### src/rtl/param_sync_fifo.sv
`default_nettype none
// ============================================================================
// Module      : param_sync_fifo
// Description : Single-clock FIFO with first-word-fall-through read data.
//               Supports any depth >= 2, uses every entry, and reports
//               occupancy, programmable almost-full/almost-empty, sticky
//               overflow/underflow, with a synchronous flush.
// Revision    : 1.0 - initial release
// ============================================================================
module param_sync_fifo #(
  parameter int WIDTH     = 12,
  parameter int DEPTH     = 8,
  parameter int AW        = $clog2(DEPTH),
  parameter int AFULL_TH  = DEPTH - 2,
  parameter int AEMPTY_TH = 1
) (
  input  logic             clk,
  input  logic             rst_n,
  input  logic             wr_en,
  input  logic [WIDTH-1:0] wr_data,
  input  logic             rd_en,
  output logic [WIDTH-1:0] rd_data,
  input  logic             flush,
  input  logic             clr_err,
  output logic [AW:0]      count,
  output logic             empty,
  output logic             full,
  output logic             almost_empty,
  output logic             almost_full,
  output logic             overflow,
  output logic             underflow
);

  // Pointers wrap on the last real entry, so non-power-of-two depths work.
  localparam logic [AW-1:0] c_PTR_LAST  = AW'(DEPTH - 1);
  localparam logic [AW:0]   c_CNT_FULL  = (AW + 1)'(DEPTH);
  localparam logic [AW:0]   c_CNT_AFULL = (AW + 1)'(AFULL_TH);
  localparam logic [AW:0]   c_CNT_AEMPT = (AW + 1)'(AEMPTY_TH);

  logic [WIDTH-1:0] r_mem [DEPTH];
  logic [AW-1:0]    r_wr_ptr;
  logic [AW-1:0]    r_rd_ptr;
  logic [AW:0]      r_count;
  logic             r_overflow;
  logic             r_underflow;

  logic             w_empty;
  logic             w_full;
  logic             w_rd_ok;
  logic             w_wr_ok;
  logic             w_rd_acc;
  logic             w_wr_acc;
  logic             w_ovf_set;
  logic             w_udf_set;
  logic [AW-1:0]    w_wr_ptr_nxt;
  logic [AW-1:0]    w_rd_ptr_nxt;

  // Status is decoded purely from the count register.
  assign w_empty = (r_count == '0);
  assign w_full  = (r_count == c_CNT_FULL);

  // A write into a full FIFO is fine when a pop frees the head the same cycle.
  // Flush drops both requests and raises no error.
  assign w_rd_ok   = rd_en & ~w_empty;
  assign w_wr_ok   = wr_en & (~w_full | w_rd_ok);
  assign w_rd_acc  = w_rd_ok & ~flush;
  assign w_wr_acc  = w_wr_ok & ~flush;
  assign w_ovf_set = wr_en & ~w_wr_ok & ~flush;
  assign w_udf_set = rd_en & w_empty & ~flush;

  assign w_wr_ptr_nxt = (r_wr_ptr == c_PTR_LAST) ? '0 : r_wr_ptr + 1'b1;
  assign w_rd_ptr_nxt = (r_rd_ptr == c_PTR_LAST) ? '0 : r_rd_ptr + 1'b1;

  // Storage array: written on accepted writes only, never reset.
  always_ff @(posedge clk) begin
    if (w_wr_acc) begin
      r_mem[r_wr_ptr] <= wr_data;
    end
  end

  // Pointer and occupancy tracking, with flush clearing the queue.
  always_ff @(posedge clk or negedge rst_n) begin
    if (!rst_n) begin
      r_wr_ptr <= '0;
      r_rd_ptr <= '0;
      r_count  <= '0;
    end else if (flush) begin
      r_wr_ptr <= '0;
      r_rd_ptr <= '0;
      r_count  <= '0;
    end else begin
      if (w_wr_acc) begin
        r_wr_ptr <= w_wr_ptr_nxt;
      end
      if (w_rd_acc) begin
        r_rd_ptr <= w_rd_ptr_nxt;
      end
      case ({w_wr_acc, w_rd_acc})
        2'b10:   r_count <= r_count + 1'b1;
        2'b01:   r_count <= r_count - 1'b1;
        default: r_count <= r_count;
      endcase
    end
  end

  // Sticky error flags: a new error event beats a simultaneous clear.
  always_ff @(posedge clk or negedge rst_n) begin
    if (!rst_n) begin
      r_overflow  <= 1'b0;
      r_underflow <= 1'b0;
    end else begin
      r_overflow  <= (r_overflow  & ~clr_err) | w_ovf_set;
      r_underflow <= (r_underflow & ~clr_err) | w_udf_set;
    end
  end

  assign rd_data      = r_mem[r_rd_ptr];
  assign count        = r_count;
  assign empty        = w_empty;
  assign full         = w_full;
  assign almost_empty = (r_count <= c_CNT_AEMPT);
  assign almost_full  = (r_count >= c_CNT_AFULL);
  assign overflow     = r_overflow;
  assign underflow    = r_underflow;

endmodule
`default_nettype wire

### config.mk
export PLATFORM = sky130hd
export DESIGN_NAME = param_sync_fifo
export DESIGN_NICKNAME = d
export VERILOG_FILES = /design/src/rtl/param_sync_fifo.sv
export SDC_FILE = /design/constraint.sdc
export NUM_CORES = 1
export LEC_CHECK = 0
export ABC_CLOCK_PERIOD_IN_PS = 2800
export CAP_MARGIN = 20
export CORE_MARGIN = 5
export CORE_UTILIZATION = 45
export DETAILED_ROUTE_END_ITERATION = 6
export GPL_ROUTABILITY_DRIVEN = 0
export GPL_TIMING_DRIVEN = 0
export PLACE_DENSITY = 0.76
export SYNTH_ARGS = -nofsm -noshare
export SYNTH_HDL_FRONTEND = slang
export SYNTH_SLANG_ARGS = --single-unit
### constraint.sdc
create_clock -name clk -period 2.8 [get_ports clk]
set_input_delay 0.56 -clock clk [delete_from_list [all_inputs] [get_ports clk]]
set_output_delay 0.56 -clock clk [all_outputs]
set_load 0.02 [all_outputs]
* Yosys cells after proc, flatten, opt, wreduce, memory -nomap -nowiden *
Memories as Yosys holds them, arrays and structs flattened.
Cells that the tools add are included.

storage, ports and cells
  word-level logic and storage cells = 49
  bits in registers = 12
  memories = 1
  bits of input ports = 18
  memory bits (writable) = 96
  output and inout port bits = 22

operators by class
  add/sub/neg operators = 4
  bitwise logic cells = 18
  reductions and logical operators = 4
  mux-type cells = 10
  order comparisons = 2
  eq/ne operators = 5

memory list
  name   words  bits a word  read ports  clocked after memory_dff  write ports  line  RTL
  r_mem  8      12           1           0                         1            40    logic [WIDTH-1:0] r_mem [DEPTH];

operators by type and width
  cell                   number
  $mux W3                6
  $and A1 B1 Y1          10
  $pmux W4 S2            1
  $add A3 B1 Y3 const B  2
  $eq A3 B3 Y1 const B   2
  $not A1 Y1             5
  $add A4 B1 Y4 const B  1
  $eq A4 B4 Y1 const B   1
  $ge A4 B3 Y1 const B   1
  $le A4 B1 Y1 const B   1
  $logic_not A4 Y1       1
  $mux W4                1
  $reduce_bool A2 Y1     2
  $sub A4 B1 Y4 const B  1
  $or A1 B1 Y1           3
  $reduce_bool A3 Y1     1
  $eq A2 B1 Y1 const B   1
  $eq A2 B2 Y1 const B   1
  $mux W1                2

* Logic depth before layout (Yosys ltp) *
Gate-level depths: netlist of run 1.

  depth in word-level cells = 9
  mapped depth = 6
  mapped depth without buffers = 6

* Worst setup path before layout of run 1 *
OpenSTA, ideal clock, no wires.

  kind = reg-to-reg
  from = register r_count[1] (netlist: count[1])
  to = memory r_mem[0][0], enable pin
  data arrival time = 2,401 ps
  clock period less this slack = 2,798 ps
  path buffers = 0
  data required time = 2,404 ps
  stages on the path, launching flop included = 7
  slack = 2 ps
  path through = dfrtp_1 -> inv_1 -> ha_1 -> nand3b_4 -> o21ai_4 -> or3_1 -> nor3_1

between the ends
  cells in the longest elaborated chain, start to end = 8
  elaborated cells on any way between the ends = 10
  classes of those cells = eq/ne: 1; mux: 2; bitwise: 6; reduce/logical: 1

ends and longest elaborated chain
  element                            line  RTL
  start: declaration                 43    logic [AW:0] r_count;
  start signal: assignment           99    2'b10: r_count <= r_count + 1'b1;
  start signal: assignment           100   2'b01: r_count <= r_count - 1'b1;
  start signal: assignment           101   default: r_count <= r_count;
  $logic_not A4 Y1                   59    assign w_empty = (r_count == '0);
  $not A1 Y1                         64    assign w_rd_ok = rd_en & ~w_empty;
  $and A1 B1 Y1                      64
  $or A1 B1 Y1 (*)                   65    assign w_wr_ok = wr_en & (~w_full | w_rd_ok);
  $and A1 B1 Y1 (*)                  65
  $and A1 B1 Y1 (*)                  67    assign w_wr_acc = w_wr_ok & ~flush;
  $mux W1 (*)                        76    if (w_wr_acc) begin
  $mux W1 (implied by the code) (*)  77    r_mem[r_wr_ptr] <= wr_data;
  end: declaration                   40

Mark *: on every way between the ends. The rest lies on a longest branch, timed or not.

* Worst setup path in the final report of run 1 *
  from = register r_rd_ptr[0]
  to = output port rd_data[3]

between the ends
  cells in the longest elaborated chain, start to end = 1

ends and longest elaborated chain
  element                   line  RTL
  start: declaration        42    logic [AW-1:0] r_rd_ptr;
  start signal: assignment  96    r_rd_ptr <= w_rd_ptr_nxt;
  $mem_v2 Z8 W12            n/a
  end: declaration          22    output logic [WIDTH-1:0] rd_data,

No other way between the ends.

==> metrics list, run 1 <==
* Number of global-route vias before repair: 2,400
* Number of antenna violations at the first check in global routing: 0
* Area share of xor/xnor cells in the synthesized design: 0.00881
- The root buffer cell chosen for the clock tree is sky130_fd_sc_hd__clkbuf_8.
- Class of the tightest hold or removal check: flip-flop to flip-flop
- Net count of the mapped netlist: 255
- The die is 110 µm tall.
- The synthesized design contains 96 enable-type register cells.
- Of the total synthesized cell area, the portion taken by AND, OR, NAND and NOR gates is 0.0454.
* Largest net degree at the start of global routing: 19
* Routed wire length on met3: 289 µm
* Worst path max stage delay: 490 ps
* Detailed placer's ending HPWL: 5.82 mm
- Number of buffers inserted by hold repair at cts: 0
- DRC violation count after routing: 0
- Clock buffers created by TritonCTS: 9
- Yosys warnings: 0
* Leakage power total: 1.86 nW
- In the finished design, the share of the clock period the worst path needs comes to 0.975.
* Minimum setup slack in the final design: 69.5 ps
* TritonRoute pass-1 iters: 4
- Number of design-rule violations left by the first detailed-router iteration: 128
* Proportion of synthesized area in mux cells: 0.169
* Layout Cells excl Fill: 426
* Result of the run: completed
- Detail Route met2 WL: 4.63 mm
* Area Growth Syn to Fin: 17.8%
- STA classifies the critical path startpoint as a flip-flop.
- Unique masters post-synth: 43
* Max Used Layer: met4
- The first global-routing pass estimated 13.0 mm of wire.
- IR analysis of the VDD net gives a maximum drop of 0.000346 V.
- In the final layout, the share of cells above drive strength 1 is 0.246.
- List of cells traversed by the critical path: buf_6 > buf_12 > mux4_2 > mux2_2 > dlygate4sd2_1
- Post-layout total power: 3.90 mW
- TNS Setup: 0 ps
* Max Root-Sink Buffers: 2
- Counting flops and latches in the post-synthesis netlist gives 108.
- Setup violations remaining at the end of the flow were counted as 0.
- For this design, the slowest cell found on the critical path is sky130_fd_sc_hd__mux4_2.
- Each instance of the synthesized netlist takes up on average 19.8 µm².
- Per-cell routed wire length: 19.9 µm
* # Max-Cap Violations: 0
* Wirelength, routed: 8.50 mm
- For this run the aggregate overflow at the end of global routing stands at 0.
* CTS tree: done
- Port-buffer cells: 37
- In this run the power density over the cells is 729 nW/µm².
* Inserted Diodes: 0
* Per-cell via count in the routed design: 5.42
- In this run the remaining antenna-violating nets after routing total 0.
- RSZ-0062 raised after global routing: true
* Max H-tree Level: 3
* Slew at the pin closest to its max-slew limit: 721 ps
- Cell Area, Synth: 4540 µm²
- Compound-Gate Fraction of Synth Area: 0.0303
* Share of the core filled with cells: 0.545
- The share of the Yosys chip area taken by registers is 0.700.
* Most common flop cell mapped by yosys: sky130_fd_sc_hd__edfxtp_1
* Width of the die: 110 µm
* Layout Nets: 313
- After synthesis, the largest family of logic cells by area is multiplexers.
- Data on the critical path arrives at its endpoint at 2170 ps.
- Of the total synthesized cell area, the portion taken by full adders, half adders and majority gates is 0.0215.
* Met1 routed wirelength after detailed routing: 3.45 mm
- Measured against its own limit, the worst slew margin works out to 0.518.
- Die footprint: 12,200 µm²
- The clock reaches the later pin of the worst-skew pair after 360 ps.
* Pre-CTS setup slack: -97.5 ps
* Category of the most critical setup path: flip-flop to primary output
- The tree built by TritonCTS fans out to 108 sinks.
* Synth Instances: 230
- Of all flip-flops after synthesis, the portion carrying an async set or reset was 0.111.
- The initial utilization of the core area, before any placement, comes to 0.463.
- Cell total after placement: 408
- Setup clock skew after layout: 9.34 ps
- The count of pins over their slew limit was 0.
- Highest-count cells in the layout ignoring fill and taps: sky130_fd_sc_hd__edfxtp_1 (96), sky130_fd_sc_hd__clkdlybuf4s50_1 (23), sky130_fd_sc_hd__mux4_1 (15), sky130_fd_sc_hd__nor2_1 (14), sky130_fd_sc_hd__mux2_2 (12)
- Boundary Pins: 40
- Timing would allow up to 366 MHz.
- The number of hold violations in the final report came to 0.
- Type of destination of the critical path: primary output
- Tmin final: 2730 ps
* CORE AREA: 9820 µm²
- The library cell used most frequently in the layout, excluding fill and tap cells, is sky130_fd_sc_hd__edfxtp_1.
- Standard-cell row count: 36
- Largest fanout of any net on the critical path: 10
- Data on the critical path is required at its endpoint by 2240 ps.
- Worst-path clk slew: 100 ps
* Total via count in the routed design: 2,307
- In the global route stage, overall resource usage came out at 0.140.
registers in the layout, indices dropped and copies added (netlist names):
| name | count |
|---|---|
| count | 4 |
| overflow | 1 |
| r_mem | 96 |
| r_rd_ptr | 3 |
| r_wr_ptr | 3 |
| underflow | 1 |
where the power goes:
| group | switching, mW | leakage [nW] | internal (mW) |
|---|---|---|---|
| sequential | 0.0573 | 1.03 | 1.81 |
| clock | 0.523 | 0.0884 | 0.333 |
| combinational | 0.576 | 0.746 | 0.604 |
cells in the mapped netlist (3+ instances only):
library cell	n	area [µm²]
sky130_fd_sc_hd__nor2_1	14	52.6
sky130_fd_sc_hd__inv_1	6	22.5
sky130_fd_sc_hd__nand2b_1	6	37.5
sky130_fd_sc_hd__dfrtp_1	12	300
sky130_fd_sc_hd__mux2_2	12	135
sky130_fd_sc_hd__mux4_2	5	113
sky130_fd_sc_hd__edfxtp_1	96	2880
sky130_fd_sc_hd__nor3_1	3	15.0
sky130_fd_sc_hd__clkbuf_1	3	11.3
sky130_fd_sc_hd__buf_2	3	15.0
sky130_fd_sc_hd__mux4_1	19	499
sky130_fd_sc_hd__nand2_1	4	15.0
sky130_fd_sc_hd__ha_1	7	87.6
sky130_fd_sc_hd__a21oi_1	4	20.0
repair_timing:
item	in CTS	in global routing
gates resized for setup	29	12
endpoints found under the setup margin	13	12
setup buffers	1	1
cells by family (layout without fill, tap and decap cells):
| kind of cell | count (synthesis) | after routing |
|---|---|---|
| XOR/XNOR | 3 | 3 |
| adder cells (fa/ha/maj) | 8 | 8 |
| flip-flops | 108 | 108 |
| AO/OA/AOI/OAI | 17 | 17 |
| buffers and inverters | 18 | 81 |
| AND/OR/NAND/NOR | 38 | 38 |
| multiplexers | 38 | 38 |
layout make-up:
type                       instances  area, µm²
fill                             796       4470
sequential                       108       3180
multi-input combinational        104       1250
timing repair buffer              47        457
tap                              133        166
clock buffer                      10        128
buffer                            11       95.1
clock inverter                     6       50.0
inverter                           7       26.3
final timing paths:
path	endpoint	slack, ps	cells after the start	from
max in group asynchronous	count[1]$_DFFE_PN0P_	1840	1	rst_n
hold reg to reg	overflow$_DFF_PN0_	510	1	overflow$_DFF_PN0_
setup / recovery	rd_data[3]	70	5	r_rd_ptr[0]$_DFFE_PN0P_
hold / removal	overflow$_DFF_PN0_	510	1	overflow$_DFF_PN0_
min in group asynchronous	r_wr_ptr[1]$_DFFE_PN0P_	550	1	rst_n
setup reg to reg	r_mem[4][7]$_DFFE_PP_	200	7	count[0]$_DFFE_PN0P_
through the flow:
stage          hold slack [ps]  cell area, µm²
2_1_floorplan              264            4540
3_3_place_gp               481            5080
3_5_place_dp               489            5180
4_1_cts                    511            5370
5_1_grt                    540            5350
6_report                   512            5350
critical path: cells and delay by family (launching register included):
kind                   cells  cell delay (ps)
DFF                        1              390
muxes                      2              770
buffers and inverters      3              640
routing by layer:
layer | up-vias | track usage
met1 | 1199 | 0.168
li1 | 1052 | -
met4 | 0 | 0.0517
met5 | - | 0
met2 | 47 | 0.250
met3 | 9 | 0.0252
(Power assumes the default switching activity.)
==> run 2: changes to the inputs <==
CORE_MARGIN = 4   (was 5)
CORE_UTILIZATION = 52   (was 45)
PLACE_DENSITY = 0.85   (was 0.76)
==> run 2 against run 1 <==
Against the previous run:
- global-route usage grew 4.0 points
- utilization is 9.4 points higher
- via count is 2.2% higher
- clock power down 3.3%
- total power barely moved
- first-iteration DRC count increased by 7.0%
- critical path type unchanged
- wire length up 1.9%
- design area down 0.40%
- register-to-register slack is essentially flat
- critical path depth did not move
- combinational power is essentially flat
- clock-buffer cell count up 1
==> metrics list, run 2 (synthesis results as in run 1) <==
- The data required time of the critical path was 2240 ps (about the same).
- Number of antenna violations at the first check in global routing: 0 (unchanged)
* Tmin final: 2760 ps (was 2730 ps)
- Wirelength, routed: 8.66 mm (was 8.50 mm)
* Share of the core filled with cells: 0.639 (was 0.545)
- The half-perimeter wire length after placement is 5.92 mm (was 5.82 mm).
- Final Hold Viols: 0 (unchanged)
* Part of the cycle the worst path needs: 0.986 (was 0.975)
* Category of the most critical setup path: flip-flop to primary output (unchanged)
* Global-route congestion overflow total: 0 (unchanged)
* Number of global-route vias before repair: 2,436 (was 2,400)
* Worst slew slack as a fraction of its limit: 0.538 (was 0.518)
- Leakage power total: 1.87 nW (was 1.86 nW)
- Type of destination of the critical path: primary output (unchanged)
- Layout Nets: 315 (was 313)
* # Max-Cap Violations: 0 (unchanged)
- The CTS tree was done (unchanged).
- The area of the placeable core came to 8340 µm² (was 9820 µm²).
- Fraction of final layout cells with drive strength greater than 1: 0.234 (was 0.246)
- The number of antenna diodes came to 0 (unchanged).
- Number of design-rule violations left by the first detailed-router iteration: 137 (was 128)
- The maximum fanout along the worst path came to 10 (unchanged).
* Register with the most flip-flops: r_mem (unchanged)
- Hold_ws: 512 ps (about the same)
- The total number of H-tree levels is 3 (unchanged).
* Setup crit start kind: flip-flop (unchanged)
- The global-route wire length before repair was 13.4 mm (was 13.0 mm).
* Boundary Pins: 40 (unchanged)
- Die footprint: 10,300 µm² (was 12,200 µm²)
- The post-detailed-route count of antenna-violating nets is 0 (unchanged).
- The arrival time reported for the critical path endpoint came to 2200 ps (was 2170 ps).
- The commonest non-fill, non-tap cell in the layout is sky130_fd_sc_hd__edfxtp_1 (unchanged).
- Max Freq: 362 MHz (was 366 MHz)
* Total clock sinks: 108 (unchanged)
* Port-buffer cells: 37 (unchanged)
- Final max-slew violation count: 0 (unchanged)
- Largest net degree at the start of global routing: 18 (was 19)
- The worst hold path stage count was 1 (unchanged).
* Reg2reg path depth: 7 (unchanged)
- Largest vdd supply drop: 0.000364 V (was 0.000346 V)
* Total via count in the routed design: 2,358 (was 2,307)
- RSZ-0062 raised after global routing: true (unchanged).
- Post-layout total power: 3.90 mW (about the same)
* Setup clock skew after layout: 14.6 ps (was 9.34 ps)
- Standard-cell row count: 33 (was 36)
* TNS Setup: 0 ps (unchanged)
- Starting utilization of the core area: 0.545 (was 0.463)
* Slew at the pin closest to its max-slew limit: 691 ps (was 721 ps)
- The die extent in y came to 101 µm (was 110 µm).
- The number of flip-flops in the largest register came to 96 (unchanged).
- The deepest clock path buffer count came to 2 (unchanged).
- The post-route non-filler standard cell count is 400 (was 426).
- The clock-pin transition on the worst setup and hold timing paths is 100 ps (about the same).
* Per-cell routed wire length: 21.6 µm (was 19.9 µm)
- Total power divided by cell area: 732 nW/µm² (was 729 nW/µm²)
- DRC violation count after routing: 0 (unchanged)
- Clock buffers created by TritonCTS: 9 (unchanged)
- The die width is 101 µm (was 110 µm).
- The clock latency of the later-clocked register in the worst-skew pair is 360 ps (about the same).
* TritonRoute pass-1 iters: 4 (unchanged)
- Cell total after placement: 380 (was 408)
* Result of the run: completed (unchanged)
* Final setup violation count: 0 (unchanged)
* Area Growth Syn to Fin: 17.3% (was 17.8%)
- The root buffer cell is sky130_fd_sc_hd__clkbuf_8 (unchanged).
* Combined global-route utilization of all metal layers: 0.180 (was 0.140)
- The kind of path behind the tightest hold check is flip-flop to flip-flop (unchanged).
- The detailed-route vias per instance is 5.90 (was 5.42).
- Highest-count cells in the layout ignoring fill and taps: sky130_fd_sc_hd__edfxtp_1 (96), sky130_fd_sc_hd__clkdlybuf4s50_1 (24), sky130_fd_sc_hd__mux4_1 (18), sky130_fd_sc_hd__nor2_1 (14), sky130_fd_sc_hd__mux2_2 (12) (was sky130_fd_sc_hd__edfxtp_1 (96), sky130_fd_sc_hd__clkdlybuf4s50_1 (23), sky130_fd_sc_hd__mux4_1 (15), sky130_fd_sc_hd__nor2_1 (14), sky130_fd_sc_hd__mux2_2 (12)).
==> run 2: final timing paths <==
check | slack, ps | endpoint | startpoint
max reg2reg | 200 | r_mem[4][3]$_DFFE_PP_ | count[0]$_DFFE_PN0P_
min reg2reg | 510 | underflow$_DFF_PN0_ | underflow$_DFF_PN0_
max in group asynchronous | 1830 | count[1]$_DFFE_PN0P_ | rst_n
min | 510 | underflow$_DFF_PN0_ | underflow$_DFF_PN0_
max | 40 | rd_data[5] | r_rd_ptr[0]$_DFFE_PN0P_
min in group asynchronous | 560 | count[2]$_DFFE_PN0P_ | rst_n
==> run 2: layer usage <==
metal,wire length [µm],global-route usage
met5,0,0
met4,143,0.0675
met3,534,0.0262
met2,4590,0.307
met1,3390,0.235
==> run 2: metrics by stage <==
stage               instance area [µm²]  worst slack [ps]
CTS                                5340              4.90
floorplan                          4540              2.42
finish                             5330              40.2
global route                       5330             -8.17
detailed placement                 5150             -99.1
global placement                   5050              -689
==> run 2: layout make-up <==
type | count | area, µm²
plain buffers | 11 | 95.1
well taps | 105 | 131
flip-flops and latches | 108 | 3180
clock inverters | 5 | 36.3
fillers | 554 | 3010
clock buffers | 11 | 131
repair buffers | 49 | 469
multi-input cells | 104 | 1260
inverters | 7 | 26.3
==> run 2: power by group <==
part	total (mW)	internal, mW	switching, mW	leakage [nW]
combinational	1.20	0.619	0.583	0.760
clock	0.828	0.326	0.502	0.0776
sequential	1.87	1.81	0.0615	1.03
total	3.90	2.76	1.15	1.87
==> run 2: worst max-delay path: stages (launching register included) <==
cell and delay, ps:
sky130_fd_sc_hd__dfrtp_1 390, sky130_fd_sc_hd__buf_6 160, sky130_fd_sc_hd__buf_12 150, sky130_fd_sc_hd__mux4_1 570, sky130_fd_sc_hd__mux2_2 280, sky130_fd_sc_hd__clkdlybuf4s15_1 280
==> run 2: repair_timing <==
action | 4_1_cts | 5_1_grt
hold buffers | 0 | 0
setup buffers | 2 | 2
gates cloned | 0 | 0
setup endpoints to repair | 13 | 8
resized for setup | 31 | 7
==> run 3: changes to the inputs <==
SKIP_CTS_REPAIR_TIMING = 1   (was unset)
==> run 3 against run 2 <==
Against the previous run:
- clock power up 0.5%
- via count fell by 1.4%
- cell count shrank 1.0%
- maximum frequency rose by 1.8%
- clock skew rose by 3.5 ps
- highest routed layer unchanged
==> metrics list, run 3 (synthesis results as in run 1) <==
- Post-layout total power: 3.90 mW (about the same)
* Global-route congestion overflow total: 0 (unchanged)
- Wirelength, routed: 8.62 mm (was 8.66 mm)
- Antenna viol nets, final: 0 (unchanged)
- Hold path start: underflow$_DFF_PN0_ (unchanged)
- The largest net degree at the start of global routing is 18 (unchanged).
- List of cells traversed by the critical path: buf_6 > buf_12 > mux4_1 > mux2_2 > dlymetal6s2s_1 (was buf_6 > buf_12 > mux4_1 > mux2_2 > clkdlybuf4s15_1)
- The clock latency of the later-clocked register in the worst-skew pair was 370 ps (was 360 ps).
- CORE AREA: 8340 µm² (unchanged)
* Share of the core filled with cells: 0.642 (was 0.639)
* Most common cell after layout, fill and taps aside: sky130_fd_sc_hd__edfxtp_1 (unchanged)
- Number of design-rule violations left by the first detailed-router iteration: 125 (was 137)
- Number of antenna violations at the first check in global routing: 0 (unchanged)
- The maximum fanout along the worst path is 10 (unchanged).
- The setup clock skew after layout came to 18.1 ps (was 14.6 ps).
- Clock buffers created by TritonCTS: 9 (unchanged)
- The count of pins on the block boundary came to 40 (unchanged).
- The portion of total power attributed to combinational logic came to 0.308 (about the same).
- The actual slew at the worst max-slew pin was 814 ps (was 691 ps).
- Total power divided by cell area: 729 nW/µm² (was 732 nW/µm²)
* Total via count in the routed design: 2,324 (was 2,358)
* Final Hold Viols: 0 (unchanged)
- Category of the most critical setup path: flip-flop to primary output (unchanged)
- The worst hold path stage count is 1 (unchanged).
- Per-cell via count in the routed design: 5.87 (was 5.90)
- P_int: 2.76 mW (about the same)
- Highest-count cells in the layout ignoring fill and taps: sky130_fd_sc_hd__edfxtp_1 (96), sky130_fd_sc_hd__clkdlybuf4s50_1 (24), sky130_fd_sc_hd__mux4_1 (19), sky130_fd_sc_hd__nor2_1 (14), sky130_fd_sc_hd__dlymetal6s2s_1 (13) (was sky130_fd_sc_hd__edfxtp_1 (96), sky130_fd_sc_hd__clkdlybuf4s50_1 (24), sky130_fd_sc_hd__mux4_1 (18), sky130_fd_sc_hd__nor2_1 (14), sky130_fd_sc_hd__mux2_2 (12)).
- DRC violation count after routing: 0 (unchanged)
- Part of the cycle the worst path needs: 0.968 (was 0.986)
* Class of the tightest hold or removal check: flip-flop to flip-flop (unchanged)
- Standard-cell row count: 33 (unchanged)
- The logic depth of the worst register-to-register path is 7 (unchanged).
* Required time at the endpoint of the critical path: 2240 ps (about the same)
* Final max-slew violation count: 0 (unchanged)
- Total clock sinks: 108 (unchanged)
* Worst path max stage delay: 570 ps (about the same)
* Reg-to-Reg End: r_mem[4][2]$_DFFE_PP_ (was r_mem[4][3]$_DFFE_PP_)
- The number of port buffers was 37 (unchanged).
* Detailed placer's ending HPWL: 5.92 mm (unchanged)
* Launch instance of the worst register-to-register path: count[0]$_DFFE_PN0P_ (unchanged)
* Combined global-route utilization of all metal layers: 0.179 (was 0.180)
* Width of the die: 101 µm (unchanged)
- The switching power was 1.14 mW (was 1.15 mW).
* Tmin final: 2710 ps (was 2760 ps)
* WP data arrival: 2150 ps (was 2200 ps)
* Setup crit start kind: flip-flop (unchanged)
* Worst slew slack as a fraction of its limit: 0.457 (was 0.538)
- Max Freq: 369 MHz (was 362 MHz)
* Switching Share: 0.293 (was 0.294)
- The number of antenna diodes was 0 (unchanged).
* Area Growth Syn to Fin: 17.9% (was 17.3%)
* # Max-Cap Violations: 0 (unchanged)
- RSZ-0062 raised after global routing: false (was true)
- The register ranked first by flip-flop count is r_mem (unchanged).
* TNS Setup: 0 ps (unchanged)
* Number of global-route vias before repair: 2,414 (was 2,436)
* Starting utilization of the core area: 0.545 (unchanged)
- Slowest stage cell, crit path: sky130_fd_sc_hd__mux4_1 (unchanged)
* Fraction of final layout cells with drive strength greater than 1: 0.192 (was 0.234)
- The clock-pin transition on the worst setup and hold timing paths was 90 ps (was 100 ps).
* CTS tree: done (unchanged)
- The final critical-path setup slack came to 89.4 ps (was 40.2 ps).
- Max Root-Sink Buffers: 2 (unchanged)
- The final-report setup violation count was 0 (unchanged).
- The routed wire length per instance came to 21.8 µm (was 21.6 µm).
- The post-place instance area was 5150 µm² (unchanged).
- The sort of element at the end of the critical path is a primary output (unchanged).
- The first-pass detailed-route iteration total was 4 (unchanged).
- The total number of H-tree levels came to 3 (unchanged).
- Vertical die dimension: 101 µm (unchanged)
- Clock Power Share: 0.213 (was 0.212)
- The global-route wire length before repair was 13.4 mm (about the same).
- Leakage power total: 1.95 nW (was 1.87 nW)
* Die footprint: 10,300 µm² (unchanged)
- The root buffer cell was sky130_fd_sc_hd__clkbuf_8 (unchanged).
* Flip-flop count of the largest register after layout: 96 (unchanged)
- R2r setup slk: 220 ps (was 200 ps)
- The fraction of power consumed by sequential logic was 0.479 (was 0.480).
- Result of the run: completed (unchanged)
* Pre-CTS setup slack: -99.1 ps (unchanged)
- The summed area of non-filler cells in the final layout was 5360 µm² (was 5330 µm²).
* Layout Nets: 311 (was 315)
* Largest vdd supply drop: 0.000366 V (was 0.000364 V)
* Worst Hold Endpoint: underflow$_DFF_PN0_ (unchanged)
[run 3: cell types whose count changed in the layout (fill, tap and decap cells not counted)]
cell and delta:
sky130_fd_sc_hd__buf_1 +1, sky130_fd_sc_hd__buf_2 -2, sky130_fd_sc_hd__clkbuf_2 -3, sky130_fd_sc_hd__clkdlybuf4s15_2 -3
sky130_fd_sc_hd__clkdlybuf4s15_1 -2, sky130_fd_sc_hd__buf_4 -4, sky130_fd_sc_hd__mux4_1 +1, sky130_fd_sc_hd__dlymetal6s2s_1 +13
sky130_fd_sc_hd__dlygate4sd2_1 -4, sky130_fd_sc_hd__mux4_2 -1
[run 3: worst max-delay path by stage]
stage                             endpoint                     from  slack, ps  cells after the start
floorplan            r_mem[0][0]$_DFFE_PP_     count[1]$_DFFE_PN0P_          2                      6
global placement    r_mem[1][10]$_DFFE_PP_                    flush       -690                      5
detailed placement             rd_data[10]  r_rd_ptr[1]$_DFFE_PN0P_       -100                      5
CTS                            rd_data[10]  r_rd_ptr[1]$_DFFE_PN0P_       -510                      5
global route                    rd_data[4]  r_rd_ptr[0]$_DFFE_PN0P_         20                      5
finish                         rd_data[10]  r_rd_ptr[0]$_DFFE_PN0P_         90                      5
[run 3: worst max-delay path: cells and delay by family (launching register included)]
kind                   cells  cell delay (ps)
buffers and inverters      3              540
flip-flops                 1              390
multiplexers               2              850
[run 3: final cells by class]
class,instances,area (µm²)
tap,105,131
clock buffer,11,131
fill,548,2980
multi-input combinational,104,1260
timing repair buffer,45,493
buffer,11,93.8
sequential,108,3180
clock inverter,5,36.3
inverter,7,26.3
[run 3: layer usage]
metal,GRT usage,vias up,part of all wire
li1,-,1057,-
met1,0.235,1184,0.40
met2,0.308,73,0.53
met3,0.0262,10,0.053
met4,0.0654,0,0.015
met5,0,-,0
[run 3: per-stage QoR]
stage	instances	hold WS, ps
floorplan	230	264
global placement	372	482
detailed placement	380	486
CTS	396	505
global route	396	522
finish	396	511
[run 3: power by group through the flow]
stage	Clock, mW	Combinational (mW)	Sequential (mW)
2_1_floorplan	0	0.777	1.92
6_report	0.832	1.20	1.87
3_3_place_gp	0	1.17	1.90
3_5_place_dp	0	1.21	1.90
5_1_grt	0.897	1.28	1.88
4_1_cts	0.836	1.22	1.87
==> RTL edit 1: new RTL, flow settings as in run 2 <==
Put one more register stage on the output `overflow`, with the module's reset. The value now appears one clock later. The other outputs are not delayed to match.
--- a/src/rtl/param_sync_fifo.sv
+++ b/src/rtl/param_sync_fifo.sv
@@ -122,3 +122,9 @@
   assign almost_full  = (r_count >= c_CNT_AFULL);
-  assign overflow     = r_overflow;
+  always_ff @(posedge clk or negedge rst_n) begin
+    if (!rst_n) begin
+      overflow <= '0;
+    end else begin
+      overflow <= r_overflow;
+    end
+  end
   assign underflow    = r_underflow;
Function: no difference found for any inputs over 4 cycles, from zero or initial values and one cycle with rst_n low; that may be too few to reach the edited logic, so the function may still have changed.
==> RTL edit 1 against run 2 <==
- die area increased by 0.50%
- design area rose by 0.54%
- total power up 1.2%
- critical endpoint is now rd_data[4]
- area after synthesis is 0.55% higher
- wire length decreased by 5.8%
- sequential share of layout area up 0.15 points
- sequential cell count up 1
- critical path type unchanged
- setup slack gained 0.039 ns
==> RTL edit 1: results <==
<?xml version="1.0" encoding="UTF-8"?>
<metrics>
  <group name="global_route">
    <metric name="gr-usage-met1" unit="%">22.96</metric>
    <metric name="global_route_met2_utilization" unit="%">28.27</metric>
    <metric name="grt_util_all_layers" unit="%">16.82</metric>
    <metric name="first_global_vias" unit="">2388</metric>
  </group>
  <group name="hold_path">
    <metric name="worst_hold_path.endpoint" unit="">overflow</metric>
    <metric name="timing.hold.worst.start" unit="">r_overflow</metric>
  </group>
  <group name="worst_setup_path">
    <metric name="critical_path.endpoint" unit="">rd_data[4]</metric>
    <metric name="worstReg2RegEnd" unit="">r_mem[4][7]</metric>
    <metric name="regToRegSetupSlack" unit="ns">0.27</metric>
    <metric name="timing.critical_path.arrival" unit="ns">2.16</metric>
  </group>
  <group name="detailed_routing">
    <metric name="route.met2.wl" unit="mm">4.153</metric>
    <metric name="met3_wirelength" unit="um">295</metric>
    <metric name="drtIter0Drc" unit="">182</metric>
    <metric name="routedWlPerCell" unit="um">20.48</metric>
  </group>
  <group name="placement">
    <metric name="place.detailed.hpwl" unit="mm">5.724</metric>
    <metric name="detailed_place.area" unit="um2">5171</metric>
    <metric name="placed_cells" unit="">381</metric>
  </group>
  <group name="finish">
    <metric name="layout-area-overhead-vs-synth" unit="%">17.31</metric>
    <metric name="area_share_nonclk_buffers" unit="%">10.18</metric>
    <metric name="final_core_utilization" unit="%">63.95</metric>
    <metric name="final.fill_count" unit="">567</metric>
    <metric name="fin_nets" unit="">314</metric>
    <metric name="clockNetworkAreaShare" unit="%">3.478</metric>
    <metric name="clock_buffers" unit="">9</metric>
  </group>
  <group name="clock_tree">
    <metric name="cts.sink_count" unit="">109</metric>
    <metric name="postCtsSetupRepairBufs" unit="">1</metric>
    <metric name="cts_repair_resize_count" unit="">25</metric>
  </group>
  <group name="logic_synthesis">
    <metric name="leading_post_synthesis_cells_by_cell_area" unit="">edfxtp_1 63%, mux4_1 11%, dfrtp_1 7.1%</metric>
    <metric name="synth_cell_count_leaders" unit="">96 x edfxtp_1, 19 x mux4_1, 14 x nor2_1, 13 x dfrtp_1, 12 x mux2_2</metric>
    <metric name="postSynthNetCount" unit="">256</metric>
    <metric name="asyncSetResetFlopFracSynth" unit="%">11.93</metric>
  </group>
  <group name="sta">
    <metric name="max-slew-margin-rel" unit="%">55.58</metric>
    <metric name="finClkSkew" unit="ns">0.01607</metric>
    <metric name="final_period_demand_of_the_worst_path" unit="ns">2.720</metric>
  </group>
  <group name="status">
    <metric name="run_status" unit="">finished clean</metric>
  </group>
  <group name="power_and_ir_drop">
    <metric name="netSwitchingPower" unit="mW">1.115</metric>
  </group>
</metrics>
==> RTL edit 1: power groups by stage <==
stage / Sequential [mW] / Combinational, mW / Clock, mW
3_5_place_dp: 1.92 / 1.20 / 0
4_1_cts: 1.88 / 1.17 / 0.919
5_1_grt: 1.89 / 1.25 / 0.989
3_3_place_gp: 1.91 / 1.17 / 0
2_1_floorplan: 1.93 / 0.777 / 0
6_report: 1.88 / 1.17 / 0.902
==> RTL edit 1: kinds of logic (layout without fill, tap and decap cells) <==
family / Yosys count / in the layout / synth area share [%]
AND/OR/NAND/NOR: 38 / 38 / 4.518
multiplexers: 38 / 38 / 16.79
AO/OA/AOI/OAI: 17 / 17 / 3.012
buffers and inverters: 18 / 80 / 2.464
adder cells (fa/ha/maj): 8 / 8 / 2.136
flip-flops: 109 / 109 / 70.21
XOR/XNOR: 3 / 3 / 0.8763
==> RTL edit 2: new RTL, settings of run 2 <==
Made on the original files. Change the parameter `DEPTH` from 8 to 4.
--- a/src/rtl/param_sync_fifo.sv
+++ b/src/rtl/param_sync_fifo.sv
@@ -11,3 +11,3 @@
   parameter int WIDTH     = 12,
-  parameter int DEPTH     = 8,
+  parameter int DEPTH     = 4,
   parameter int AW        = $clog2(DEPTH),
Ports: changed (resized count); port bits go from 40 to 39. The function was not compared with the original's and may differ.
==> RTL edit 2 against run 2 <==
- setup slack improved by 0.092 ns
- design area fell by 41%
- sequential cell count fell by 51
- synthesized cell count fell by 35%
- area after synthesis fell by 45%
- critical path depth did not move
- wire length fell by 46%
- total power fell by 29%
==> RTL edit 2: results <==
<?xml version="1.0" encoding="UTF-8"?>
<metrics>
  <group name="detailed_routing">
    <metric name="route.vias.total" unit="">1443</metric>
    <metric name="drtIter0Drc" unit="">110</metric>
    <metric name="route.layer.met1.wl" unit="mm">1.983</metric>
    <metric name="route.met2.wl" unit="mm">2.381</metric>
    <metric name="routedWlPerCell" unit="um">18.33</metric>
  </group>
  <group name="logic_synthesis">
    <metric name="leading_post_synthesis_cells_by_cell_area" unit="">edfxtp_1 58%, mux4_2 11%, dfrtp_1 9.0%</metric>
    <metric name="yosysSeqAreaShare" unit="%">66.73</metric>
    <metric name="synth_enable_flop_cells" unit="">48</metric>
    <metric name="synth.area.mux_share" unit="%">11.27</metric>
    <metric name="syn_area_per_cell" unit="um2">16.76</metric>
    <metric name="yosysUniqueCellTypes" unit="">36</metric>
    <metric name="synthAdderAreaFrac" unit="%">5.010</metric>
    <metric name="synth-compound-area-share" unit="%">5.711</metric>
    <metric name="top_flip_flop_cell_by_instance_count_after_synthesis" unit="">edfxtp_1</metric>
  </group>
  <group name="finish">
    <metric name="layout-drive-gt1-share" unit="%">19.31</metric>
    <metric name="final-instance-count-excl-fill" unit="">254</metric>
    <metric name="final.fill_count" unit="">280</metric>
    <metric name="largest_register_ff_count" unit="">48</metric>
    <metric name="fin_nets" unit="">225</metric>
    <metric name="largest_register" unit="">r_mem</metric>
  </group>
  <group name="power_and_ir_drop">
    <metric name="leakage" unit="nW">1.209</metric>
    <metric name="peakVddDrop" unit="mV">0.5010</metric>
    <metric name="netSwitchingPower" unit="uW">840.8</metric>
  </group>
  <group name="worst_setup_path">
    <metric name="timing.critical_path.arrival" unit="ns">2.11</metric>
    <metric name="slowest_cp_cell" unit="">clkdlybuf4s50_1</metric>
    <metric name="r2r-start" unit="">count[1]</metric>
    <metric name="critical-path-max-stage-delay" unit="ns">0.60</metric>
    <metric name="timing.critical_path.fanout_max" unit="">9</metric>
  </group>
  <group name="global_route">
    <metric name="first_global_vias" unit="">1570</metric>
    <metric name="grtUsageMet3" unit="%">6.440</metric>
    <metric name="gr-usage-met1" unit="%">21.12</metric>
    <metric name="global_route_met2_utilization" unit="%">28.50</metric>
  </group>
  <group name="placement">
    <metric name="dp_worst_setup_slack" unit="ns">0.1885</metric>
    <metric name="placed_cells" unit="">238</metric>
    <metric name="detailed_place.area" unit="um2">2933</metric>
  </group>
  <group name="hold_path">
    <metric name="hold_path.class" unit="">input pin to register</metric>
    <metric name="timing.hold.worst.start" unit="">rd_en</metric>
  </group>
  <group name="clock_tree">
    <metric name="cts.clk_slew.worst_paths" unit="ns">0.06</metric>
    <metric name="worstSkewPairLatency" unit="ns">0.33</metric>
  </group>
  <group name="status">
    <metric name="run_status" unit="">finished clean</metric>
  </group>
  <group name="sta">
    <metric name="max_slew.worst_pin.slew" unit="ns">0.6447</metric>
  </group>
</metrics>
## RTL edit 2: changes by cell type after synthesis, sizes merged, moves of 4 or more
cell / delta
edfxtp: -48
mux2: -11
mux4: -12
o21ai: +4
nor2: -8
nand2: -4
inv: +4
and2: +5
## RTL edit 2: worst paths after layout
path	to	slack, ns	cells past startpoint
setup reg to reg	r_mem[1][8]	0.49	5
setup / recovery	empty	0.13	5
max in group asynchronous	count[1]	1.94	1
hold / removal	r_rd_ptr[1]	0.54	3
hold reg to reg	underflow	0.55	2
min in group asynchronous	count[2]	0.55	1
## RTL edit 2: power groups by stage
stage / registers, mW / logic, mW / clock network (mW)
final: 1.04 / 0.963 / 0.753
after global routing: 1.05 / 1.04 / 0.809
after CTS: 1.04 / 0.979 / 0.763
after detailed placement: 1.05 / 0.971 / 0
after global placement: 1.05 / 0.943 / 0
after floorplan: 1.07 / 0.570 / 0
## RTL edit 2: final cells by class
| class | count | area [um2] | share of cell area (%) |
|---|---|---|---|
| plain buffers | 7 | 52.55 | 1.665 |
| clock buffers | 13 | 158.9 | 5.034 |
| clock inverters | 3 | 40.04 | 1.268 |
| inverters | 11 | 41.29 | 1.308 |
| multi-input cells | 74 | 739.5 | 23.42 |
| flip-flops and latches | 57 | 1667 | 52.79 |
| well taps | 52 | 65.06 | 2.061 |
| repair buffers | 37 | 392.9 | 12.45 |
## RTL edit 2: repair_timing
action	CTS	global route
setup endpoints to repair	0	11
gates resized for setup	0	10
buffers inserted	0	0
hold buffers	0	0
## RTL edit 2: worst max-delay path, delay by kind of cell (launching register included)
family / cells / cell delay (ns)
flops: 1 / 0.48
simple gates: 1 / 0.13
fa+ha+maj: 1 / 0.30
buf+inv: 3 / 0.88
